$ cat src/rtl/l4_col_monitor.sv
// rtl/l4_col_monitor.sv - column wavefront search monitor with status AND pipeline
//
// Watches one column of expansion cells while a wavefront grows through it.
// A search starts on start, advances one expansion step per cycle, and ends
// when an expanding row meets a target (found) or when the expansion has not
// changed for STALL_LIM consecutive cycles (stalled). abort cancels a search
// quietly. Separately, the per-row status fields are ANDed through a
// two-stage pipeline that runs continuously.
//
// Ports:
//   clk         rising-edge clock
//   reset_l     asynchronous active-low reset
//   start       begin a search (from IDLE or DONE)
//   abort       cancel the search in progress
//   xo_v        per-row expansion outputs of the column cells
//   tgt_v       per-row target flags
//   status_v    per-row status, row r at [r*STATUS_W +: STATUS_W]
//   status_out  AND of all row status fields, two cycles after sampling
//   busy        search in progress
//   done        one-cycle pulse on the first cycle after a search ends
//   found       last search reached a target
//   found_row   lowest-index row that reached a target
//   stalled     last search ended with no growth
//   step_cnt    expansion cycles in the current or last search (saturating)

module l4_col_monitor #(
  parameter int NROWS     = 32,
  parameter int STATUS_W  = 4,
  parameter int STALL_LIM = 4
) (
  input  logic                      clk,
  input  logic                      reset_l,
  input  logic                      start,
  input  logic                      abort,
  input  logic [NROWS-1:0]          xo_v,
  input  logic [NROWS-1:0]          tgt_v,
  input  logic [NROWS*STATUS_W-1:0] status_v,
  output logic [STATUS_W-1:0]       status_out,
  output logic                      busy,
  output logic                      done,
  output logic                      found,
  output logic [$clog2(NROWS)-1:0]  found_row,
  output logic                      stalled,
  output logic [15:0]               step_cnt
);

  localparam int RW      = $clog2(NROWS);
  localparam int NGROUPS = (NROWS + 7) / 8;
  localparam logic [3:0] STALL_LIM_V = 4'(STALL_LIM);

  typedef enum logic [1:0] {
    IDLE   = 2'd0,
    EXPAND = 2'd1,
    DONE   = 2'd2
  } state_t;

  state_t           state_q, state_d;
  logic [NROWS-1:0] xo_q, xo_d;
  logic [3:0]       stall_q, stall_d;
  logic             done_q, done_d;
  logic             found_q, found_d;
  logic [RW-1:0]    row_q, row_d;
  logic             stalled_q, stalled_d;
  logic [15:0]      step_q, step_d;

  logic [NROWS-1:0] hit;
  logic [RW-1:0]    hit_row;
  logic             no_growth;
  logic [3:0]       stall_inc;

  assign hit       = xo_v & tgt_v;
  assign no_growth = (xo_v == xo_q);
  assign stall_inc = stall_q + 4'd1;

  // Scan from the top down so the lowest set bit is the last one written.
  always_comb begin
    hit_row = '0;
    for (int r = NROWS - 1; r >= 0; r--) begin
      if (hit[r]) hit_row = RW'(r);
    end
  end

  always_comb begin
    state_d   = state_q;
    xo_d      = xo_q;
    stall_d   = stall_q;
    done_d    = 1'b0;
    found_d   = found_q;
    row_d     = row_q;
    stalled_d = stalled_q;
    step_d    = step_q;
    case (state_q)
      IDLE, DONE: begin
        if (start) begin
          state_d   = EXPAND;
          xo_d      = '0;
          stall_d   = '0;
          found_d   = 1'b0;
          row_d     = '0;
          stalled_d = 1'b0;
          step_d    = '0;
        end
      end
      EXPAND: begin
        if (abort) begin
          // Quiet cancel: no done pulse, step count left as it was.
          state_d   = IDLE;
          found_d   = 1'b0;
          stalled_d = 1'b0;
        end else begin
          xo_d    = xo_v;
          step_d  = (step_q == 16'hFFFF) ? step_q : step_q + 16'd1;
          stall_d = no_growth ? stall_inc : 4'd0;
          if (|hit) begin
            state_d = DONE;
            found_d = 1'b1;
            row_d   = hit_row;
            done_d  = 1'b1;
          end else if (no_growth && (stall_inc == STALL_LIM_V)) begin
            state_d   = DONE;
            stalled_d = 1'b1;
            done_d    = 1'b1;
          end
        end
      end
      default: state_d = IDLE;
    endcase
  end

  always_ff @(posedge clk or negedge reset_l) begin
    if (!reset_l) begin
      state_q   <= IDLE;
      xo_q      <= '0;
      stall_q   <= '0;
      done_q    <= 1'b0;
      found_q   <= 1'b0;
      row_q     <= '0;
      stalled_q <= 1'b0;
      step_q    <= '0;
    end else begin
      state_q   <= state_d;
      xo_q      <= xo_d;
      stall_q   <= stall_d;
      done_q    <= done_d;
      found_q   <= found_d;
      row_q     <= row_d;
      stalled_q <= stalled_d;
      step_q    <= step_d;
    end
  end

  assign busy      = (state_q == EXPAND);
  assign done      = done_q;
  assign found     = found_q;
  assign found_row = row_q;
  assign stalled   = stalled_q;
  assign step_cnt  = step_q;

  // Status AND tree: groups of up to 8 rows, then across groups. Two
  // register stages regardless of NROWS keeps the latency fixed.
  logic [STATUS_W-1:0] grp_and [NGROUPS];
  logic [STATUS_W-1:0] grp_q   [NGROUPS];
  logic [STATUS_W-1:0] all_and;

  always_comb begin
    for (int g = 0; g < NGROUPS; g++) grp_and[g] = '1;
    for (int r = 0; r < NROWS; r++) begin
      grp_and[r/8] = grp_and[r/8] & status_v[r*STATUS_W +: STATUS_W];
    end
  end

  always_comb begin
    all_and = '1;
    for (int g = 0; g < NGROUPS; g++) all_and = all_and & grp_q[g];
  end

  always_ff @(posedge clk or negedge reset_l) begin
    if (!reset_l) begin
      for (int g = 0; g < NGROUPS; g++) grp_q[g] <= '1;
      status_out <= '1;
    end else begin
      for (int g = 0; g < NGROUPS; g++) grp_q[g] <= grp_and[g];
      status_out <= all_and;
    end
  end

endmodule

$ cat config.mk
export PLATFORM = sky130hd
export DESIGN_NAME = l4_col_monitor
export DESIGN_NICKNAME = d
export VERILOG_FILES = /design/src/rtl/l4_col_monitor.sv
export SDC_FILE = /design/constraint.sdc
export NUM_CORES = 1
export LEC_CHECK = 0
export CAP_MARGIN = 0
export CORE_ASPECT_RATIO = 2
export CORE_MARGIN = 2
export CORE_UTILIZATION = 41
export DETAILED_ROUTE_END_ITERATION = 10
export MAX_ROUTING_LAYER = met4
export PLACE_DENSITY = 0.81
export SLEW_MARGIN = 40
export SYNTH_ARGS = -nofsm -noshare
export SYNTH_HDL_FRONTEND = slang
export SYNTH_SLANG_ARGS = --single-unit
$ cat constraint.sdc
create_clock -name clk -period 2.75 [get_ports clk]
set_input_delay 0.275 -clock clk [delete_from_list [all_inputs] [get_ports clk]]
set_output_delay 0.275 -clock clk [all_outputs]
set_load 0.01 [all_outputs]
# ---- After elaboration in Yosys (flattened, before gate mapping)
# Index checks and enable logic that the tools add are counted.
dict set report totals {
  inputBits 196
  regBits 82
}
dict set report op_classes {
  n_addsub 2
  n_reduce_logical 11
  n_eq_ne 13
  n_mux 64
  bitwise 32
}
# cell count
set ops {}
lappend ops {{5-bit 2-to-1 mux} 35}
lappend ops {{4-bit AND} 31}
lappend ops {{32-bit 2-to-1 mux} 2}
lappend ops {{32-bit one-hot mux with 2 select lines} 1}
lappend ops {{16-bit 2-to-1 mux} 3}
lappend ops {{32-bit AND} 1}
lappend ops {{32-bit equality test} 1}
lappend ops {{16-bit one-hot mux with 2 select lines} 1}
lappend ops {{32-bit OR reduction} 1}
lappend ops {{16-bit by 1-bit adder with 16-bit output, second input constant} 1}
lappend ops {{16-bit equality test, second input constant} 1}
lappend ops {{4-bit 2-to-1 mux} 3}
lappend ops {{4-bit AND reduction} 3}
lappend ops {{1-bit 2-to-1 mux} 10}
lappend ops {{5-bit one-hot mux with 2 select lines} 1}
lappend ops {{2-bit 2-to-1 mux} 4}
lappend ops {{4-bit one-hot mux with 2 select lines} 1}
lappend ops {{2-bit != test, second input constant} 3}
lappend ops {{3-bit by 2-bit != test with 1-bit output, second input constant} 2}
lappend ops {{3-bit AND reduction} 2}
lappend ops {{4-bit by 1-bit adder with 4-bit output, second input constant} 1}
lappend ops {{4-bit by 3-bit equality test with 1-bit output, second input constant} 1}
lappend ops {{4-bit by 2-bit != test with 1-bit output, second input constant} 1}
lappend ops {{1-bit one-hot mux with 2 select lines} 2}
lappend ops {{other kinds (10)} 10}

# ---- Longest topological paths before layout
# Gate-level depths: netlist (run 1).
dict set report depth {
  word_depth 36
  mapped_depth 8
  ltp_nobuf 6
}

# ---- Least setup slack after synthesis (run 1)
# No wires, ideal clock.
dict set report synth_timing {
  path_kind {reg2reg}
  start {reg step_q[0] (netlist: step_cnt[0])}
  end {reg step_q[6] (netlist: step_cnt[6])}
  setup_slack_ns 0.743
  stages_incl_launch_ff 8
  t_required_ns 2.672
  period_less_slack_ns 2.007
  setup_ns 0.078
  arrival_ns 1.929
  path_cell_list {dfrtp_1 ha_1 nand3_1 or3_1 buf_2 o21a_1 a31o_2 a21oi_1}
}
dict set report synth_via {
  elab_chain_cells 4
  elab_cells_between_ends 7
}
# item line
set synth_rtl {}
lappend synth_rtl {{from (decl)} 64} ;# logic [15:0] step_q, step_d;
lappend synth_rtl {{from (signal assigned)} 148} ;# step_q <= step_d;
lappend synth_rtl {{16-bit by 1-bit adder with 16-bit output} 112} ;# step_d = (step_q == 16'hFFFF) ? step_q : step_q + 16'd1;
lappend synth_rtl {{16-bit 2-to-1 mux} 112}
lappend synth_rtl {{16-bit 2-to-1 mux} 105} ;# if (abort) begin
lappend synth_rtl {{16-bit one-hot mux with 2 select lines} 92} ;# case (state_q)
# Several ways; a longest one is shown, not always the timed one. The select of a mux whose other input is x is not followed.
# A chain may end at the register's enable or synchronous reset.

# ---- Worst setup path in the final report (run 1)
dict set report layout_timing {
  start {reg step_q[0] (netlist: step_cnt[0])}
  end {reg step_q[11] (netlist: step_cnt[11])}
}
# Same word-level chain as after synthesis.

==> reports/results.ini, run 1 <==
[floorplan]
initial_core_util_pct = 42.1
rows = 54
die_area_um2 = 12100
die_height_um = 153
die_w_um = 78.7
io_pins = 225
fp.coreArea_um2 = 10900

[final_layout]
num-fill-cells = 858
fin_cells = 882
fin_util_pct = 68.1
drive_above_1_share_pct = 9.45
nNetsFinal = 934
synthToLayoutAreaGrowth_pct = 61.8

[logic_synthesis]
synth_top_family_by_area = simple AND/OR/NAND/NOR gates
yosys.cell_count.top_type = nand2_1
synth_enable_flop_cells = 0
synthesis.nets = 697
synth-xor-area-share_pct = 6.50
synth_fa_ha_area_share_pct = 0.547
yosys_warnings = 0
synthMuxAreaShare_pct = 0.929
syn_avg_cell_area_um2 = 9.17
synth_top_cell_by_area = dfrtp_1
ys.flop_type = dfrtp_1
synth_common_cells = nand2_1, dfrtp_1, nand4_1
yosysTopAreaCellShare_pct = 33.9
synth_compound_area_share_pct = 15.8
yosysSeqAreaShare_pct = 45.4
synth_area_um2 = 4580
synth-async-reset-ratio_pct = 100
synth_area_leaders = dfrtp_1, dfstp_2, nand2_1, nand4_1, xnor2_1
ys_ff_latch = 82
netlist_instances = 499
ys_types = 60
synth_simple_gate_area_share_pct = 28.8

[sta]
max_freq_mhz = 415
min_period_ps = 2410
hold_violations = 0
setup_slack_ps = 340
fin_tns_setup_ps = 0
finClkSkew_ps = 8.16
setup_viol = 0
hold_slack_ps = 341
max_slew_margin_pct = 60.0
tightest_slew_ps = 595
rsz0062_at_grt = false
maxSlewViolCount = 0
fin_crit_sh_pct = 87.6

[place]
portBuffers = 224
place.gp.congestion = 0.947
dp_cells = 863
dp_slack_ps = 294
dp_hpwl_mm = 13.4

[route]
antenna_left = 0
drtIter0Drc = 404
dr.max_layer_used = met4
routed_wl_mm = 16.8
wl_met2_mm = 9.38
first_pass_iters = 5
wirelength_met1_mm = 5.46
wl_met3_mm = 1.11
viasPerCell = 5.72
drc = 0
wl_per_cell_um = 19.0
vias = 5044

[clock_tree]
clock-sinks = 82
cts_tree = done
clock_latency_ps = 350
cts_inserted_buffers = 9
htree_levels = 3
clk_pin_slew_ps = 60
ctsResizeCount = 0
root_buffer = clkbuf_16
clk_path_buf_depth = 2

[power_and_ir_drop]
pwr-share-clk_pct = 37.3
combPwrFrac_pct = 22.8
p_seq_share_pct = 40.0
p_per_area_nw_per_um2 = 445
power_switching_w = 0.000854
swShare_pct = 25.9
ir_worst_vdd_mv = 0.353
intPower_w = 0.00244
p_leak_nw = 2.95

[worst_setup_path]
start_kind = flop
crit_path_max_incr_delay_ps = 550
endpoint_kind = flop
cp.arrival_ps = 2630
reg2reg_slack_ps = 340
worst-path-max-fanout = 12
reg2reg_to = step_cnt[11]$_DFFE_PN0P_
reg2reg_depth = 6
worst_path_max_delay_cell = or3_1
path_cells = ha_1 -> nand3_1 -> or3_1 -> o211ai_2 -> or4_1 -> a21oi_1
cp.required_ps = 2970
path_class = reg2reg
crit-reg2reg-launch = step_cnt[0]$_DFFE_PN0P_

[global_route]
grt_pass1_wl_mm = 26.1
track_usage_pct = 29.3
grt_pass1_vias = 5296
overflow = 0
antenna_found_initial = 1
grt_max_degree = 83

[job]
cap_violations = 0

[run_status]
status = finished clean

[hold_path]
hp-class = in2async

[critical path: cells and delay by family (launching register included)]
kind                       cells  cell delay [ps]
DFF                            1              390
and+or+nand+nor                3              990
adders and majority gates      1              320
AOI/OAI and AO/OA              2              580
[cell type report]
class,instances,area (µm²),share of cell area (%)
multi-input combinational,392,2410,32.5
tap,140,175,2.36
sequential,82,2080,28.0
antenna,1,2.50,0.0338
inverter,8,30.0,0.405
clock inverter,4,50.0,0.676
timing repair buffer,243,2410,32.5
clock buffer,12,256,3.46
[layer usage]
layer | global-route usage [%] | vias to the layer above
li1 | - | 2326
met1 | 27.2 | 2385
met2 | 54.3 | 289
met3 | 6.14 | 44
met4 | 15.1 | 0
met5 | - | -
[logic make-up (layout without fill, tap and decap cells)]
| group | count (synthesis) | count (layout) |
|---|---|---|
| simple gates | 255 | 255 |
| compound gates | 97 | 97 |
| mux | 4 | 4 |
| buf+inv | 25 | 267 |
| flops | 82 | 82 |
| other cells | 0 | 1 |
| fa+ha+maj | 2 | 2 |
| xor+xnor | 34 | 34 |
[timing repair]
item,in CTS,in global routing
hold buffers,0,1
hold endpoints to repair,0,18
buffers inserted,0,0
[power by group through the flow]
stage,logic (W),clock network [W],registers (W)
2_1_floorplan,0.000256,0,0.00133
3_3_place_gp,0.000722,0,0.00133
3_5_place_dp,0.000735,0,0.00134
4_1_cts,0.000741,0.00124,0.00132
5_1_grt,0.000805,0.00130,0.00132
6_report,0.000750,0.00123,0.00132
[how the worst max path moves through the flow]
| stage | start | to | slack, ps | depth (start not counted) |
|---|---|---|---|---|
| floorplan | step_cnt[0]$_DFFE_PN0P_ | step_cnt[6]$_DFFE_PN0P_ | 740 | 7 |
| global placement | xo_v[2] | found_row[4]$_DFFE_PN0P_ | 390 | 7 |
| detailed placement | xo_v[2] | state_q[0]$_DFFE_PN0P_ | 290 | 6 |
| CTS | step_cnt[0]$_DFFE_PN0P_ | step_cnt[11]$_DFFE_PN0P_ | 370 | 6 |
| global route | step_cnt[0]$_DFFE_PN0P_ | step_cnt[5]$_DFFE_PN0P_ | 240 | 6 |
| finish | step_cnt[0]$_DFFE_PN0P_ | step_cnt[11]$_DFFE_PN0P_ | 340 | 6 |
[placed cells by master (no fill, tap or decap), types with 2 or more instances in the layout]
| cell type | instances |
|---|---|
| mux2i_1 | 2 |
| o221ai_1 | 2 |
| a21oi_1 | 16 |
| inv_1 | 8 |
| dfstp_2 | 20 |
| nand2b_1 | 2 |
| clkbuf_16 | 9 |
| and4_1 | 5 |
| a22o_1 | 12 |
| clkinvlp_4 | 2 |
| nor2_1 | 27 |
| and2_1 | 7 |
| nand4_1 | 47 |
| a22oi_1 | 10 |
| buf_4 | 17 |
| xnor2_1 | 33 |
| o21a_1 | 2 |
| a31o_2 | 4 |
| clkdlybuf4s50_1 | 223 |
| a31oi_1 | 6 |
| clkbuf_8 | 2 |
| o21ai_2 | 2 |
| dfrtp_1 | 62 |
| ha_1 | 2 |
| nor2b_1 | 2 |
| o211ai_1 | 6 |
| or3_1 | 5 |
| nand3_1 | 39 |
| nand2_1 | 100 |
| a32o_1 | 2 |
| nor4_1 | 5 |
| o31ai_1 | 8 |
| or4_1 | 4 |
| o21ai_0 | 11 |
| a41oi_1 | 3 |
| mux2_1 | 2 |
[state kept, by name, summed over array words and instances, names as in the netlist]
register    cells
grp_q          16
done            1
stalled         1
status_out      4
xo_q           32
stall_q         4
found           1
found_row       5
step_cnt       16
state_q         2
[stage by stage]
step / power (W) / instance area, µm²
after floorplan: 0.00159 / 4580
after global placement: 0.00205 / 7060
after detailed placement: 0.00207 / 7060
after CTS: 0.00330 / 7370
after global routing: 0.00343 / 7410
final: 0.00330 / 7410
Note: power is estimated with default switching activity, not from simulation.
==> run 2, diff against run 1 <==
- CAP_MARGIN: 0 -> 20
- CORE_UTILIZATION: 41 -> 42
- CTS_BUF_LIST: default -> sky130_fd_sc_hd__clkbuf_8
- PLACE_DENSITY: 0.81 -> 0.83
==> run 2 against run 1 <==
Effect of this change: worst setup slack better by 140 ps; flip-flop and latch count unchanged; maximum frequency up 6.4%; clock-buffer cell count down 1; critical endpoint unchanged; clock power down 33%; largest cell class unchanged.
==> reports/results.ini, run 2 (synthesized netlist as in run 1, its figures left out) <==
[route]
drc = 0  ; unchanged
routed_wl_mm = 14.9  ; -11%
first_pass_iters = 5  ; unchanged
vias = 4951  ; -1.8%
viasPerCell = 5.62  ; -1.7%
antenna_left = 0  ; unchanged
drtIter0Drc = 511  ; +26%
wl_per_cell_um = 17.0  ; -11%

[place]
dp_cells = 864  ; +0.12%
dp_slack_ps = 297  ; +3.60 ps
portBuffers = 224  ; unchanged
dp_hpwl_mm = 11.8  ; -12%
place.gp.congestion = 0.904  ; -4.6%

[final_layout]
synthToLayoutAreaGrowth_pct = 58.6
drive_above_1_share_pct = 9.45  ; unchanged
diodes = 0  ; -1
fin_cells = 881  ; -0.11%
layout_commonest_cell = clkdlybuf4s50_1
final_cell_mix = clkdlybuf4s50_1, nand2_1, dfrtp_1, nand4_1, nand3_1
regMostFlops = xo_q
largest_reg_flops = 32  ; unchanged
nNetsFinal = 934  ; unchanged
num-fill-cells = 843  ; -1.7%

[clock_tree]
cts_tree = done
clk_path_buf_depth = 2  ; unchanged
cts_inserted_buffers = 9  ; unchanged
cts_setup_buffers = 0  ; unchanged
clock_latency_ps = 370  ; +20 ps
root_buffer = clkbuf_8
htree_levels = 3  ; unchanged
clock-sinks = 82  ; unchanged
clk_pin_slew_ps = 80  ; +20 ps

[sta]
tightest_slew_ps = 678  ; +82.8 ps
setup_viol = 0  ; unchanged
fin_tns_setup_ps = 0  ; unchanged
max_slew_margin_pct = 54.8  ; -5.2 points
maxSlewViolCount = 0  ; unchanged
finClkSkew_ps = 17.4  ; +9.28 ps
min_period_ps = 2270  ; -144 ps
max_freq_mhz = 441  ; +6.4%
hold_violations = 0  ; unchanged
fin_crit_sh_pct = 82.4  ; -5.3 points
setup_slack_ps = 485  ; +144 ps
rsz0062_at_grt = false

[floorplan]
die_height_um = 152  ; -1.2%
initial_core_util_pct = 42.6  ; +0.53 points
io_pins = 225  ; unchanged
fp.coreArea_um2 = 10700  ; -1.2%
rows = 54  ; unchanged
die_area_um2 = 11800  ; -2.3%
die_w_um = 77.8  ; -1.1%

[worst_setup_path]
worst-path-max-fanout = 12  ; unchanged
path_cells = ha_1 -> nand3_1 -> or3_1 -> o211ai_2 -> or4_1 -> a21oi_1
critPathTopFamily = simple AND/OR/NAND/NOR gates
worst_path_max_delay_cell = or3_1
path_class = reg2reg
endpoint_kind = flop
worst-path-buf-inv = 0  ; unchanged
crit_path_max_incr_delay_ps = 520  ; -30 ps
cp.required_ps = 2990  ; +20 ps
start_kind = flop
cp.arrival_ps = 2510  ; -120 ps

[power_and_ir_drop]
p_per_area_nw_per_um2 = 393  ; -12%
pwr-share-clk_pct = 28.7  ; -8.6 points
intPower_w = 0.00206  ; -16%
swShare_pct = 27.8  ; +1.9 points
p_leak_nw = 2.89  ; -1.8%
combPwrFrac_pct = 25.2  ; +2.4 points
p_seq_share_pct = 46.1  ; +6.1 points
ir_worst_vdd_mv = 0.256  ; -28%
totalPowerFinal_w = 0.00285  ; -14%
power_switching_w = 0.000792  ; -7.2%

[global_route]
met1_usage_pct = 31.3  ; +4.1 points
busiest_layer = met2
track_usage_pct = 26.7  ; -2.6 points
overflow = 0  ; unchanged
gr-usage-met2_pct = 44.7  ; -9.6 points
met3_usage_pct = 4.38  ; -1.8 points
grt_max_degree = 83  ; unchanged
grt_pass1_vias = 5031  ; -5.0%
antenna_found_initial = 0  ; -1
grt_pass1_wl_mm = 23.7  ; -9.0%

[hold_path]
hp-class = in2reg

[run_status]
status = finished clean

[job]
cap_violations = 0  ; unchanged

## run 2: final timing paths
| path | from | endpoint | slack, ps | cells past startpoint |
|---|---|---|---|---|
| max | step_cnt[0]$_DFFE_PN0P_ | step_cnt[11]$_DFFE_PN0P_ | 480 | 6 |
| min | status_v[101] | grp_q[1]$_DFF_PN1_ | 410 | 3 |
| max reg2reg | step_cnt[0]$_DFFE_PN0P_ | step_cnt[11]$_DFFE_PN0P_ | 480 | 6 |
| min reg2reg | grp_q[9]$_DFF_PN1_ | status_out[1]$_DFF_PN1_ | 490 | 1 |
| max in group asynchronous | reset_l | state_q[0]$_DFFE_PN0P_ | 1760 | 2 |
| min in group asynchronous | reset_l | step_cnt[10]$_DFFE_PN0P_ | 480 | 2 |
## run 2: metal layers
metal	vias up	share of wire, %
met3	29	7.3
met1	2301	39
li1	2326	-
met5	-	0
met4	0	3.2
met2	295	50
## run 2: area by class of cell
| class | count | area, µm² | area share (%) |
|---|---|---|---|
| inverter | 8 | 30.0 | 0.413 |
| clock buffer | 11 | 151 | 2.08 |
| clock inverter | 5 | 30.0 | 0.413 |
| timing repair buffer | 243 | 2390 | 32.9 |
| tap | 140 | 175 | 2.41 |
| sequential | 82 | 2080 | 28.6 |
| multi-input combinational | 392 | 2410 | 33.2 |
## run 2: power groups by stage
stage	clock [W]	sequential, W	combinational (W)
2_1_floorplan	0	0.00133	0.000256
3_3_place_gp	0	0.00133	0.000701
3_5_place_dp	0	0.00134	0.000714
4_1_cts	0.000836	0.00131	0.000719
5_1_grt	0.000879	0.00132	0.000779
6_report	0.000818	0.00131	0.000719
## run 2: timing repair
item	4_1_cts	5_1_grt
resized for setup	0	0
endpoints found under the hold margin	57	0
hold buffers	1	0
## run 2: per-stage QoR
stage	hold WS [ps]	util (%)	area [µm²]
CTS	399	67.6	7260
finish	409	67.6	7260
detailed placement	373	65.8	7070
global placement	475	65.8	7070
global route	409	67.6	7260
floorplan	-20.6	-	4580
## run 2: worst reg2reg max path, delay by kind of cell (launching register included)
| family | cells | cell delay, ps |
|---|---|---|
| flip-flops | 1 | 420 |
| AO/OA/AOI/OAI | 2 | 520 |
| AND/OR/NAND/NOR | 3 | 900 |
| adder cells (fa/ha/maj) | 1 | 310 |
